$ cat src/rtl/led_matrix_pkg.sv
// Shared types for the 8x8 LED matrix scanner: row index, row bitmap and frame.
package led_matrix_pkg;

  localparam int unsigned ROWS  = 8;
  localparam int unsigned COLS  = 8;
  localparam int unsigned ROW_W = $clog2(ROWS);

  typedef logic [ROW_W-1:0]  row_idx_t;
  typedef logic [COLS-1:0]   row_bits_t;
  typedef row_bits_t [ROWS-1:0] frame_t;

  // Active-low one-hot row select for the given row index.
  function automatic row_bits_t row_select_n(input row_idx_t r);
    return ~(row_bits_t'(1) << r);
  endfunction

endpackage

$ cat src/rtl/led_row_timer.sv
// Row multiplex timer: per-row dwell counter, row index, blanking window,
// frame boundary strobe and frame start strobe (all strobes combinational).
module led_row_timer
  import led_matrix_pkg::*;
#(
  parameter int unsigned ROW_DWELL    = 3375,
  parameter int unsigned BLANK_CYCLES = 16,
  localparam int unsigned CNT_W       = $clog2(ROW_DWELL)
) (
  input  logic             clk,
  input  logic             rst_n,
  output row_idx_t         row_idx,
  output logic [CNT_W-1:0] cnt,
  output logic             blank_c,
  output logic             boundary_c,
  output logic             frame_start_c
);

  localparam logic [CNT_W-1:0] CNT_LAST = CNT_W'(ROW_DWELL - 1);
  localparam row_idx_t         ROW_LAST = row_idx_t'(ROWS - 1);

  logic [CNT_W-1:0] cnt_q, cnt_d;
  row_idx_t         row_q, row_d;
  logic             row_last_c;

  assign row_last_c = (cnt_q == CNT_LAST);

  // Dwell counter rolls over into the next row; row index wraps 7 -> 0.
  always_comb begin
    cnt_d = cnt_q + CNT_W'(1);
    row_d = row_q;
    if (row_last_c) begin
      cnt_d = '0;
      row_d = row_q + row_idx_t'(1);
    end
  end

  always_ff @(posedge clk or negedge rst_n) begin
    if (!rst_n) begin
      cnt_q <= '0;
      row_q <= '0;
    end else begin
      cnt_q <= cnt_d;
      row_q <= row_d;
    end
  end

  assign row_idx       = row_q;
  assign cnt           = cnt_q;
  assign blank_c       = (32'(cnt_q) < BLANK_CYCLES);
  assign boundary_c    = row_last_c && (row_q == ROW_LAST);
  assign frame_start_c = (cnt_q == '0) && (row_q == '0);

endmodule

$ cat src/rtl/led_matrix_scan.sv
// Double-buffered 8x8 LED matrix scanner with tear-free swap at frame boundaries.
// Optional BRIGHTNESS_PWM_EN adds per-row latched brightness PWM on the columns.
module led_matrix_scan
  import led_matrix_pkg::*;
#(
  parameter int unsigned ROW_DWELL    = 3375,
  parameter int unsigned BLANK_CYCLES = 16
) (
  input  logic       clk,
  input  logic       rst_n,
  input  logic       wr_valid,
  output logic       wr_ready,
  input  logic [2:0] wr_row,
  input  logic [7:0] wr_data,
  input  logic       swap_req,
  output logic       swap_done,
  output logic       frame_start,
  input  logic [3:0] brightness,
  output logic [7:0] LEDrow,
  output logic [7:0] LEDcol
);

  localparam int unsigned CNT_W = $clog2(ROW_DWELL);

  row_idx_t         row_idx;
  logic [CNT_W-1:0] cnt;
  logic             blank_c;
  logic             boundary_c;
  logic             frame_start_c;

  led_row_timer #(
    .ROW_DWELL    (ROW_DWELL),
    .BLANK_CYCLES (BLANK_CYCLES)
  ) u_timer (
    .clk           (clk),
    .rst_n         (rst_n),
    .row_idx       (row_idx),
    .cnt           (cnt),
    .blank_c       (blank_c),
    .boundary_c    (boundary_c),
    .frame_start_c (frame_start_c)
  );

  frame_t    bank0_q, bank0_d;
  frame_t    bank1_q, bank1_d;
  logic      front_sel_q, front_sel_d;
  logic      swap_pending_q, swap_pending_d;
  logic      wr_ready_q, wr_ready_d;
  logic      swap_done_q, swap_done_d;
  logic      frame_start_q, frame_start_d;
  row_bits_t led_row_q, led_row_d;
  row_bits_t led_col_q, led_col_d;

  logic      wr_fire_c;
  logic      swap_fire_c;
  logic      duty_on_c;
  row_bits_t front_row_c;

  assign wr_fire_c   = wr_valid && wr_ready_q;
  assign swap_fire_c = boundary_c && swap_pending_q;
  assign front_row_c = front_sel_q ? bank1_q[row_idx] : bank0_q[row_idx];

`ifdef BRIGHTNESS_PWM_EN
  logic [3:0] bright_q, bright_d;

  // Brightness is sampled once per row so a change lands on the next row only.
  always_comb begin
    bright_d  = bright_q;
    if (cnt == '0) bright_d = brightness;
    duty_on_c = (4'(cnt) <= bright_d);
  end

  always_ff @(posedge clk or negedge rst_n) begin
    if (!rst_n) bright_q <= '0;
    else        bright_q <= bright_d;
  end
`else
  logic pwm_unused;
  assign pwm_unused = ^{brightness, cnt};
  assign duty_on_c  = 1'b1;
`endif

  // Writes only ever land in the back bank (the one not being displayed).
  always_comb begin
    bank0_d = bank0_q;
    bank1_d = bank1_q;
    if (wr_fire_c) begin
      if (front_sel_q) bank0_d[wr_row] = wr_data;
      else             bank1_d[wr_row] = wr_data;
    end
  end

  // Swap request is held until the next frame boundary; repeats are absorbed.
  always_comb begin
    swap_pending_d = swap_pending_q;
    front_sel_d    = front_sel_q;
    if (swap_fire_c) begin
      swap_pending_d = 1'b0;
      front_sel_d    = ~front_sel_q;
    end else if (swap_req) begin
      swap_pending_d = 1'b1;
    end
  end

  always_comb begin
    wr_ready_d    = ~swap_pending_d;
    swap_done_d   = swap_fire_c;
    frame_start_d = frame_start_c;
    led_row_d     = row_select_n(row_idx);
    led_col_d     = (blank_c || !duty_on_c) ? '0 : front_row_c;
  end

  always_ff @(posedge clk or negedge rst_n) begin
    if (!rst_n) begin
      bank0_q        <= '0;
      bank1_q        <= '0;
      front_sel_q    <= 1'b0;
      swap_pending_q <= 1'b0;
      wr_ready_q     <= 1'b0;
      swap_done_q    <= 1'b0;
      frame_start_q  <= 1'b0;
      led_row_q      <= '1;
      led_col_q      <= '0;
    end else begin
      bank0_q        <= bank0_d;
      bank1_q        <= bank1_d;
      front_sel_q    <= front_sel_d;
      swap_pending_q <= swap_pending_d;
      wr_ready_q     <= wr_ready_d;
      swap_done_q    <= swap_done_d;
      frame_start_q  <= frame_start_d;
      led_row_q      <= led_row_d;
      led_col_q      <= led_col_d;
    end
  end

  assign wr_ready    = wr_ready_q;
  assign swap_done   = swap_done_q;
  assign frame_start = frame_start_q;
  assign LEDrow      = led_row_q;
  assign LEDcol      = led_col_q;

endmodule
$ cat config.mk
export PLATFORM = sky130hd
export DESIGN_NAME = led_matrix_scan
export DESIGN_NICKNAME = d
export VERILOG_FILES = /design/src/rtl/led_matrix_pkg.sv /design/src/rtl/led_row_timer.sv /design/src/rtl/led_matrix_scan.sv
export SDC_FILE = /design/constraint.sdc
export NUM_CORES = 1
export LEC_CHECK = 0
export BUFFER_PORTS_ARGS = -buffer_cell sky130_fd_sc_hd__buf_4
export CORE_UTILIZATION = 45
export DETAILED_ROUTE_END_ITERATION = 7
export PLACE_DENSITY_LB_ADDON = 0.12
export SETUP_SLACK_MARGIN = 0.1
export SLEW_MARGIN = 15
export SYNTH_ARGS = -nofsm -noshare
export SYNTH_HDL_FRONTEND = slang
export SYNTH_HIERARCHICAL = 1
export SYNTH_SLANG_ARGS = --single-unit
$ cat constraint.sdc
create_clock -name clk -period 2.05 [get_ports clk]
set_input_delay 0.1025 -clock clk [delete_from_list [all_inputs] [get_ports clk]]
set_output_delay 0.1025 -clock clk [all_outputs]
set_load 0.01 [all_outputs]
After elaboration in Yosys (flattened, before gate mapping)
Index checks and enable logic that the tools add are counted.
{ "classes": {"n_addsub": 2, "reduce_logical": 9, "bitwise_logic": 3, "n_lt_le_gt_ge": 4, "muxes": 13, "n_shift": 1, "n_eq_ne": 2, "div": 0, "multipliers": 0} }
{ "ops": {"columns": ["op", "count"], "rows": [
  ["$bwmux 64", 2],
  ["$bmux 8 s3", 2],
  ["$mux 8", 5],
  ["$demux 8 s3", 1],
  ["$add 12x1->12 const B", 1],
  ["$eq 12x12->1 const B", 1],
  ["$logic_not 12->1", 1],
  ["$lt 12x5->1 const B", 1],
  ["$mux 12", 1],
  ["$lt 3x4->1 const B", 2],
  ["$not 8->8", 1],
  ["$shl 1x3->8 const A", 1],
  ["$logic_and 1x1->1", 5],
  ["$reduce_and 2->1", 2],
  ["$add 3x1->3 const B", 1],
  ["$eq 3x3->1 const B", 1],
  ["$ge 3x1->1 const B", 1],
  ["$logic_not 3->1", 1],
  ["$mux 1", 2],
  ["$not 1->1", 2]
]} }
{ "word_totals": {"reg_bits": 164, "latch_bits": 0, "elab_cells": 59, "mem_bits_rw": 0, "inputBits": 19, "memories": 0, "out_inout_bits": 19, "romBits": 0} }

Logic depth before layout (Yosys ltp)
Gate-level depths: netlist of the first run.
{ "depth": {"ltp_word": 5, "mapped_depth": 7, "mapped_depth_nobuf": 7} }

Cells and area by module
The synthesis of the first run kept the hierarchy.
{ "modules_own_cells": {"columns": ["module", "area_each_um2", "instances", "cells_per_inst", "seq_area_each_um2"], "rows": [
  ["led_matrix_scan", 6643.9, 1, 467, 3738.6],
  ["led_row_timer", 843.3, 1, 79, 375.4]
]} }

Worst setup path before layout of the first run
OpenSTA, ideal clock, no wires.
{ "synth_timing": {"kind": "flip-flop to flip-flop", "start": "register u_timer.cnt_q[6], in the netlist u_timer/cnt[6]", "end": "register led_col_q[5], in the netlist LEDcol[5]", "required_time_ns": 1.924, "setup_ns": 0.126, "arrival_time_ns": 1.824, "setup_slack_ns": 0.100, "path_stages_with_launch": 7, "n_path_buf": 1, "period_less_slack_ns": 1.950, "cell_sequence": "dfrtp_1 > or4_1 > nor2_1 > or2_2 > buf_1 > nor3_1 > o32a_1"} }
{ "synth_between": {"elab_chain_len": 2} }
{ "synth_rtl": {"columns": ["element", "line_no", "text"], "rows": [
  ["start, declared", "led_row_timer.sv:22", "logic [CNT_W-1:0] cnt_q, cnt_d;"],
  ["start signal, assigned", "led_row_timer.sv:43", "cnt_q <= cnt_d;"],
  ["$lt 12x5->1", "led_row_timer.sv:50", "assign blank_c = (32'(cnt_q) < BLANK_CYCLES);"],
  ["named net blank_c", "led_matrix_scan.sv:27", "logic blank_c;"],
  ["$mux 8", "led_matrix_scan.sv:110", "led_col_d = (blank_c || !duty_on_c) ? '0 : front_row_c;"],
  ["named net led_col_d[5]", "led_matrix_scan.sv:52", "row_bits_t led_col_q, led_col_d;"],
  ["end signal, assigned", "led_matrix_scan.sv:133", "led_col_q <= led_col_d;"],
  ["end, declared", "led_matrix_scan.sv:52", null]
]} }
The timed path passes the listed nets, and every way through them passes these cells.
A chain may end at the register's enable or synchronous reset.

Final worst setup path of the first run
{ "layout_timing": {"start": "register u_timer.cnt_q[10], in the netlist u_timer/cnt[10]", "end": "register led_col_q[5], in the netlist LEDcol[5]"} }
Same word-level chain as after synthesis.

==> impl_metrics.ini, run 1 <==
[clock_network]
htree_levels = 4
path_clk_slew_ns = 0.06
numCtsBuffers = 17
clock_latency_ns = 0.42
clockBufferDepth = 2
postCtsSetupBuffers = 0
cts_root_buf = clkbuf_16
cts_tree = built
cts_sinks = 164

[critical_path]
crit_start = u_timer/cnt[10]
r2r-start = u_timer/cnt[10]
cp-start-kind = flip-flop
worstPathArrival_ns = 2.21
critPathCapture = LEDcol[5]
crit_type = reg2reg
rrSetupSlack_ns = 0.14
r2r_end = LEDcol[5]
cp.required_ns = 2.35
endpoint_kind = flip-flop
reg2regPathDepth = 5
cp_max_fo = 4

[pwr]
pwr-share-comb_pct = 2.9
p_leak_uw = 0.004101
powerDensity_nw_per_um2 = 730.5
p_switching_uw = 1362
vdd_drop_max_mv = 0.5849
p_seq_share_pct = 51.3
power_uw = 6388
p_clk_share_pct = 45.7
switching_share_pct = 21.32
p_int_uw = 5026

[detailed_routing]
wire_per_inst_um = 19.99
firstDrtPassIters = 4
drt_iter0_markers = 225
viasPerCell = 5.486
num_vias = 4564
drc_errors = 0
detail_route.wirelength_um = 16640
antenna_left = 0

[synthesis]
yosysUniqueCellTypes = 52
syn_area_sq_um = 7487
synth_most_common_cell = dfrtp_1
yosysWarnings = 6
postSynth.asyncResetShare_pct = 100.0
ys.flop_type = dfrtp_1
synth_top_area_share_pct = 52.14
synth_top_cell_by_area = dfrtp_1
synth_common_cells = 156 x dfrtp_1, 138 x mux2_2, 19 x mux2i_1
synth_area_leaders = dfrtp_1 52%, mux2_2 21%, mux4_2 3.6%
synth_edf_count = 0
yosys_register_bits = 164
syn_inst = 546
yosysSeqAreaShare_pct = 54.95
synth_nets = 571
avgSynthCellArea_sq_um = 13.71

[floorplanning]
initial_core_util_pct = 46.63
boundaryPins = 38
die_x_um = 131.0
fp.dieH_um = 131.0
row_count = 46
core_area_sq_um = 16060
die_area_sq_um = 17160

[hold_path]
hp-class = in2reg
hp-start = wr_data[2]

[sta]
finalHoldViolCount = 0
skew_ns = 0.005507
min_period_ns = 1.907
rsz0062_at_grt = true
final.period_utilization_pct = 93.00
finalSetupTns_ns = 0
timing.fmax_mhz = 524.5
slew_violations = 0
finalSetupViolations = 0
relSlewSlack_pct = 65.12
worst_slew_pin_slew_ns = 0.5233

[grt]
grt_overflow = 0
grt_pass1_vias = 4851
grtUsageTotal_pct = 21.85
antenna_found_initial = 1
grt_pass1_wl_um = 27210
grt_max_degree = 77

[placement]
io_buffers = 33
dp.final_hpwl_um = 11320
place_congestion = 0.8406

[run_status]
status = finished clean

[finish]
diodes = 0
area_growth_pct = 16.79
nNetsFinal = 628
drive_above_1_share_pct = 44.64

[job]
cap_violations = 0
[worst max-delay path: stages (launching register included)]
cell,delay [ns]
dfrtp_1,0.42
or4_1,0.58
nor2_2,0.18
or2_2,0.21
nor3_1,0.07
o32a_1,0.33
[power by group through the flow]
stage	logic, uW	clock network (uW)	registers, uW
after detailed placement	191	0	3340
after global routing	212	3140	3280
after floorplan	58.1	0	3330
after CTS	194	2980	3280
after global placement	184	0	3330
final	188	2920	3280
[routing by layer]
| metal | part of all wire [%] | global-route usage [%] |
|---|---|---|
| met1 | 48 | 30.20 |
| met2 | 47 | 34.08 |
| met3 | 3.1 | 5.252 |
| met5 | 0.048 | 0 |
| met4 | 1.9 | 6.829 |
[final cells by class]
cell class / count / area, sq um
Multi-Input combinational cell: 342 / 3192
Tap cell: 216 / 270.3
Clock buffer: 27 / 473.0
Fill cell: 1329 / 7313
Inverter: 9 / 37.54
Timing Repair Buffer: 69 / 601.8
Sequential cell: 164 / 4115
Clock inverter: 5 / 55.05
[layout by cell type, fill, tap and decap left out, types with 3 or more instances in the layout]
master	synthesis	routed
a2bb2oi_1	6	6
mux2i_1	19	19
nand4_1	4	4
nor3_1	10	10
inv_1	8	8
dfstp_2	8	8
nand2b_1	9	9
o21ai_0	14	14
xnor2_1	7	7
mux2_2	138	138
nand3_1	10	10
and3_1	3	3
buf_12	0	6
o22ai_1	11	11
o21a_1	3	3
or2_2	3	3
clkinvlp_4	0	3
nor2b_1	5	4
a211oi_1	5	5
nor2_1	15	14
a21oi_1	10	10
mux4_2	12	12
nor2_2	9	10
clkbuf_16	0	17
clkbuf_1	10	9
ha_1	6	6
nand2_1	12	11
dfrtp_1	156	155
buf_4	2	60
[per-stage QoR]
step	std cells	utilization (%)	cell area, sq um	setup slack, ns	hold WS [ns]
after floorplan	546	-	7487	0.1002	-0.1931
after global placement	798	50.97	8185	0.1394	0.007559
after detailed placement	798	50.97	8185	0.1255	0.01445
after CTS	832	54.39	8733	0.1114	0.04042
after global routing	832	54.46	8745	0.09934	0.05991
final	832	54.46	8745	0.1434	0.05605
[worst min-delay path by stage]
stage	to	depth (start not counted)
2_1_floorplan	LEDcol[0]	0
3_3_place_gp	bank1_q[47]	1
3_5_place_dp	bank1_q[47]	1
4_1_cts	bank1_q[10]	2
5_1_grt	bank1_q[58]	2
6_report	bank1_q[50]	2
[flip-flops by register name, indices dropped and copies added, names as in the netlist]
name             count
LEDrow               8
u_timer/row_idx      3
front_sel_q          1
swap_pending_q       1
u_timer/cnt         12
bank1_q             64
LEDcol               8
swap_done            1
wr_ready             1
frame_start          1
bank0_q             64
[timing repair]
item                                    4_1_cts  5_1_grt
endpoints found under the hold margin       139        0
resized for setup                             0        4
hold buffers                                  2        0
endpoints found under the setup margin        0        4
[logic make-up (layout without fill, tap and decap cells)]
group                    after synthesis  after routing  share of synthesized area, %
buffers and inverters                 40            110                         2.523
XOR/XNOR                               8              8                        0.9359
flip-flops                           164            164                         54.95
AO/OA/AOI/OAI                         61             61                         5.331
multiplexers                         171            171                         27.31
AND/OR/NAND/NOR                       96             96                         7.954
adder cells (fa/ha/maj)                6              6                         1.003
Power figures use the tool's default switching activity.
==> run 2: changes to the inputs <==
==> constraint.sdc (replaced) <==
create_clock -name clk -period 1.6 [get_ports clk]
set_input_delay 0.08 -clock clk [delete_from_list [all_inputs] [get_ports clk]]
set_output_delay 0.08 -clock clk [all_outputs]
set_load 0.005 [all_outputs]
==> run 2 against run 1 <==
Net effect:
- the flow now finishes with violations (negative setup slack)
- cell area grew 15%
- wire length grew 14%
- sequential share of layout area shrank 6.2 points
- flip-flop and latch count is the same
- critical path depth is the same
- cell count grew 5.6%
- combinational power grew 56%
- sequential power grew 28%
- register-to-register slack lost 0.28 ns
- critical endpoint unchanged
- largest cell class unchanged
- highest routed layer is now met4
==> impl_metrics.ini, run 2 (same netlist as run 1, synthesis figures left out) <==
[run_status]
status = finished with violations
violations = negative setup slack

[clock_network]
clock_latency_ns = 0.43
numCtsBuffers = 17
htree_levels = 4
path_clk_slew_ns = 0.07
cts_root_buf = clkbuf_16
clockBufferDepth = 2
cts_tree = built
cts_sinks = 164

[hold_path]
hp-class = in2reg

[pwr]
p_seq_share_pct = 47.5
pwr-share-comb_pct = 3.3
vdd_drop_max_mv = 0.7706
p_clk_share_pct = 49.2
p_int_uw = 6991
p_leak_uw = 0.004740
switching_share_pct = 21.05
powerDensity_nw_per_um2 = 878.4
p_switching_uw = 1864

[grt]
grt_max_degree = 55
grt_pass1_vias = 5284
antenna_found_initial = 0
grt_pass1_wl_um = 30310
grtUsageTotal_pct = 24.48
grt_overflow = 0

[detailed_routing]
firstDrtPassIters = 4
viasPerCell = 5.569
wire_per_inst_um = 21.61
antenna_left = 0
detail_route.wirelength_um = 19000
drt_iter0_markers = 218
drc_errors = 0
num_vias = 4895

[floorplanning]
row_count = 46
die_area_sq_um = 17160
fp.dieH_um = 131.0
initial_core_util_pct = 46.63
die_x_um = 131.0
boundaryPins = 38
core_area_sq_um = 16060

[critical_path]
cp.required_ns = 1.91
cp_max_fo = 6
path_cells = or4_4, nor2_4, or2_4, nor3_2, o32a_1
worstPathArrival_ns = 2.04
critPathSlowestCell = or4_4
cp.buffers_inverters = 0
crit_family = simple AND/OR/NAND/NOR gates
cp-start-kind = flip-flop
crit_type = reg2reg
rrSetupSlack_ns = -0.13
cp_slowest_stage_delay_ns = 0.55
endpoint_kind = flip-flop

[placement]
dpl-instance-area_sq_um = 8826
dp.final_hpwl_um = 12450
dp_cells = 835
place_congestion = 0.8464
io_buffers = 33

[finish]
diodes = 0
final_common_cell = dfrtp_1
ff_latch_area_sq_um = 4120
drive_above_1_share_pct = 54.30
post-route-util_pct = 62.78
fin_area_sq_um = 10080
fillCellCount = 1181
final_cell_mix = 151 x dfrtp_1, 124 x mux2_4, 84 x buf_4
nNetsFinal = 675
area_growth_pct = 34.64
multiInputGateArea_sq_um = 3825
stdcell_count = 879

[sta]
timing.fmax_mhz = 576.8
fin_ws_ns = -0.1337
finalSetupViolations = 10
finalHoldViolCount = 0
final.period_utilization_pct = 108.4
rsz0062_at_grt = true
relSlewSlack_pct = 59.83
min_period_ns = 1.734
worst_slew_pin_slew_ns = 0.6026
slew_violations = 0
skew_ns = 0.008107

[job]
cap_violations = 0
run 2: area by class of cell:
type	instances	share of cell area, %
Multi-Input combinational cell	342	37.94
Clock buffer	20	4.530
Inverter	9	0.3351
Tap cell	216	2.681
Sequential cell	164	40.87
Clock inverter	12	1.750
Timing Repair Buffer	116	11.89
run 2: worst paths after layout:
kind / startpoint / endpoint / depth (start not counted)
min in group asynchronous: rst_n / LEDcol[3] / 2
worst max-delay path: u_timer/cnt[8] / LEDcol[5] / 5
worst max register to register: u_timer/cnt[8] / LEDcol[5] / 5
worst min-delay path: wr_data[7] / bank1_q[47] / 2
worst min register to register: bank1_q[7] / bank1_q[7] / 1
max in group asynchronous: rst_n / LEDrow[0] / 3
run 2: worst register-to-register path: cells and delay by family (launching register included):
kind / cells / cell delay, ns
compound gates: 1 / 0.29
flops: 1 / 0.38
simple gates: 4 / 0.94
run 2: through the flow:
step           TNS [ns]  total power [uW]  setup WS, ns  hold WS (ns)
2_1_floorplan    -1.491              4348       -0.1421       -0.2156
3_3_place_gp    -0.8105              4527       -0.2371       0.09272
3_5_place_dp     -1.187              4537       -0.2492       0.09918
4_1_cts         -0.7265              8899       -0.1130       0.03869
5_1_grt          -1.313              9092       -0.1846       0.05552
6_report        -0.5637              8855       -0.1337       0.05374
run 2: layer usage:
layer | global-route usage [%] | wire [um] | up-vias
met5 | 0 | 0 | -
met4 | 7.235 | 221 | 0
met3 | 4.927 | 524 | 21
met2 | 40.59 | 9360 | 73
met1 | 32.56 | 8892 | 2605
li1 | - | - | 2196
run 2: power by group through the flow:
stage	clock, uW	sequential, uW	combinational (uW)
2_1_floorplan	0	4270	78.3
3_3_place_gp	0	4270	254
3_5_place_dp	0	4280	261
4_1_cts	4410	4200	289
5_1_grt	4560	4200	324
6_report	4360	4200	294
run 2: what timing repair did:
action                     CTS  global route
resized for setup           90            53
setup endpoints to repair  147           153
hold buffers                 2             0
cloned                       1             0
pin swaps                   17            14
buffers inserted             9             3
hold endpoints to repair    51             0
==> run 3: changes to the inputs <==
==> constraint.sdc (replaced) <==
create_clock -name clk -period 1.6 [get_ports clk]
set_input_delay 0.16 -clock clk [delete_from_list [all_inputs] [get_ports clk]]
set_output_delay 0.16 -clock clk [all_outputs]
set_load 0.005 [all_outputs]
==> run 3 against run 2 <==
Net effect:
- the flow still finishes with violations (negative setup slack)
- clock power shrank 5.7%
- flip-flop and latch count is the same
- setup slack gained 0.021 ns
- non-clock buffer count grew 7
- critical path type unchanged
==> impl_metrics.ini, run 3 (same netlist as run 1, synthesis figures left out) <==
[critical_path]
cp.required_ns = 1.92
path_cells = or4_4, nor2_4, or2_4, nor3_2, o32a_1
critPathSlowestCell = or4_4
worstPathArrival_ns = 2.04
reg2regPathDepth = 5
cp_slowest_stage_delay_ns = 0.56
crit_type = reg2reg
r2r-start = u_timer/cnt[8]
cp-start-kind = flip-flop
cp.buffers_inverters = 0
crit_family = simple AND/OR/NAND/NOR gates
rrSetupSlack_ns = -0.11
endpoint_kind = flip-flop
r2r_end = LEDcol[5]
cp_max_fo = 6

[clock_network]
cts_tree = built
cts_sinks = 164
path_clk_slew_ns = 0.07
numCtsBuffers = 17
clockBufferDepth = 2
clock_latency_ns = 0.44
cts_root_buf = clkbuf_16
htree_levels = 4

[detailed_routing]
drt-met1-wl_um = 8887
antenna_left = 0
wl_met2_um = 9361
met3_length_um = 667
num_vias = 4955
wire_per_inst_um = 21.86
viasPerCell = 5.593
detail_route.wirelength_um = 19370
top_layer = met4
drc_errors = 0
firstDrtPassIters = 4
drt_iter0_markers = 297

[floorplanning]
boundaryPins = 38
row_count = 46
die_x_um = 131.0
fp.dieH_um = 131.0
die_area_sq_um = 17160
initial_core_util_pct = 46.63
core_area_sq_um = 16060

[placement]
place_congestion = 0.8235
io_buffers = 33
dp.final_hpwl_um = 12440
dp_slack_ns = -0.1525

[finish]
drive_above_1_share_pct = 56.57
final_cell_mix = 153 x dfrtp_1, 122 x mux2_4, 86 x buf_4
post-route-util_pct = 63.36
final_common_cell = dfrtp_1
diodes = 0
nNetsFinal = 682
ff_latch_area_sq_um = 4118
fillCellCount = 1172
multiInputGateArea_sq_um = 3911
area_growth_pct = 35.88

[grt]
grt_pass1_vias = 5304
grt_overflow = 0
antenna_found_initial = 0
grt_max_degree = 52
grtUsageTotal_pct = 24.38
grt_pass1_wl_um = 30060

[sta]
min_period_ns = 1.712
timing.fmax_mhz = 584.0
fin_ws_ns = -0.1124
finalSetupTns_ns = -0.4851
final.period_utilization_pct = 107.0
rsz0062_at_grt = true
slew_violations = 0
relSlewSlack_pct = 69.18
finalSetupViolations = 10
finalHoldViolCount = 0
worst_slew_pin_slew_ns = 0.4624
skew_ns = 0.01392

[job]
cap_violations = 0

[pwr]
vdd_drop_max_mv = 0.7927
powerDensity_nw_per_um2 = 844.8
p_leak_uw = 0.004778

[hold_path]
hp-class = in2reg
hold_depth = 3
hp-start = swap_req
worst_hold_path.endpoint = wr_ready

[run_status]
violations = negative setup slack
status = finished with violations
-- run 3: cell count changes in the layout (fill, tap and decap cells not counted), moves of 3 or more --
cell | before | now
buf_12 | 24 | 20
buf_6 | 6 | 14
nor2_1 | 13 | 10
nor2_4 | 7 | 11
-- run 3: area by class of cell --
class                   instances  area share, %
inverters                       9         0.3444
flip-flops and latches        164          40.47
clock buffers                  21          4.624
clock inverters                11          1.230
repair buffers                123          12.22
well taps                     216          2.656
multi-input cells             342          38.45
-- run 3: routing by layer --
metal	track usage (%)	vias to the layer above
met5	0	-
met4	9.263	0
met3	5.212	29
met2	38.87	92
met1	32.72	2612
li1	-	2222
-- run 3: worst min-delay path, delay by kind of cell --
kind | cells | cell delay (ns)
multiplexers | 1 | 0.15
buffers and inverters | 2 | 0.14
-- run 3: power breakdown --
group | internal [uW] | total, uW | switching [uW]
registers | 4180 | 4200 | 18.7
logic | 105 | 288 | 183
clock network | 2420 | 4110 | 1680
-- run 3: worst max path at each step --
| stage | from | to | slack (ns) | cells after the start |
|---|---|---|---|---|
| 2_1_floorplan | u_timer/cnt[9] | LEDcol[5] | -0.14 | 6 |
| 3_5_place_dp | u_timer/row_idx[0] | LEDcol[6] | -0.15 | 5 |
| 5_1_grt | u_timer/cnt[8] | LEDcol[5] | -0.18 | 5 |
| 3_3_place_gp | u_timer/row_idx[0] | LEDcol[6] | -0.13 | 5 |
| 4_1_cts | u_timer/cnt[11] | LEDcol[5] | -0.12 | 5 |
| 6_report | u_timer/cnt[8] | LEDcol[5] | -0.11 | 5 |
-- run 3: per-stage QoR --
stage	hold WS, ns	cell area (sq um)	total power, uW	cells
4_1_cts	0.05607	9823	8651	879
6_report	0.06558	10170	8595	886
3_5_place_dp	0.1298	8818	4535	839
3_3_place_gp	0.1200	8818	4524	839
5_1_grt	0.08254	10170	8853	886
2_1_floorplan	-0.1356	7676	4348	546
-- run 3: repair_timing --
action                                 CTS  global route
setup endpoints to repair              142           151
resized for setup                       92            76
setup buffers                            7             7
endpoints found under the hold margin   37             0
pin swaps                               12            14
hold buffers                             1             0
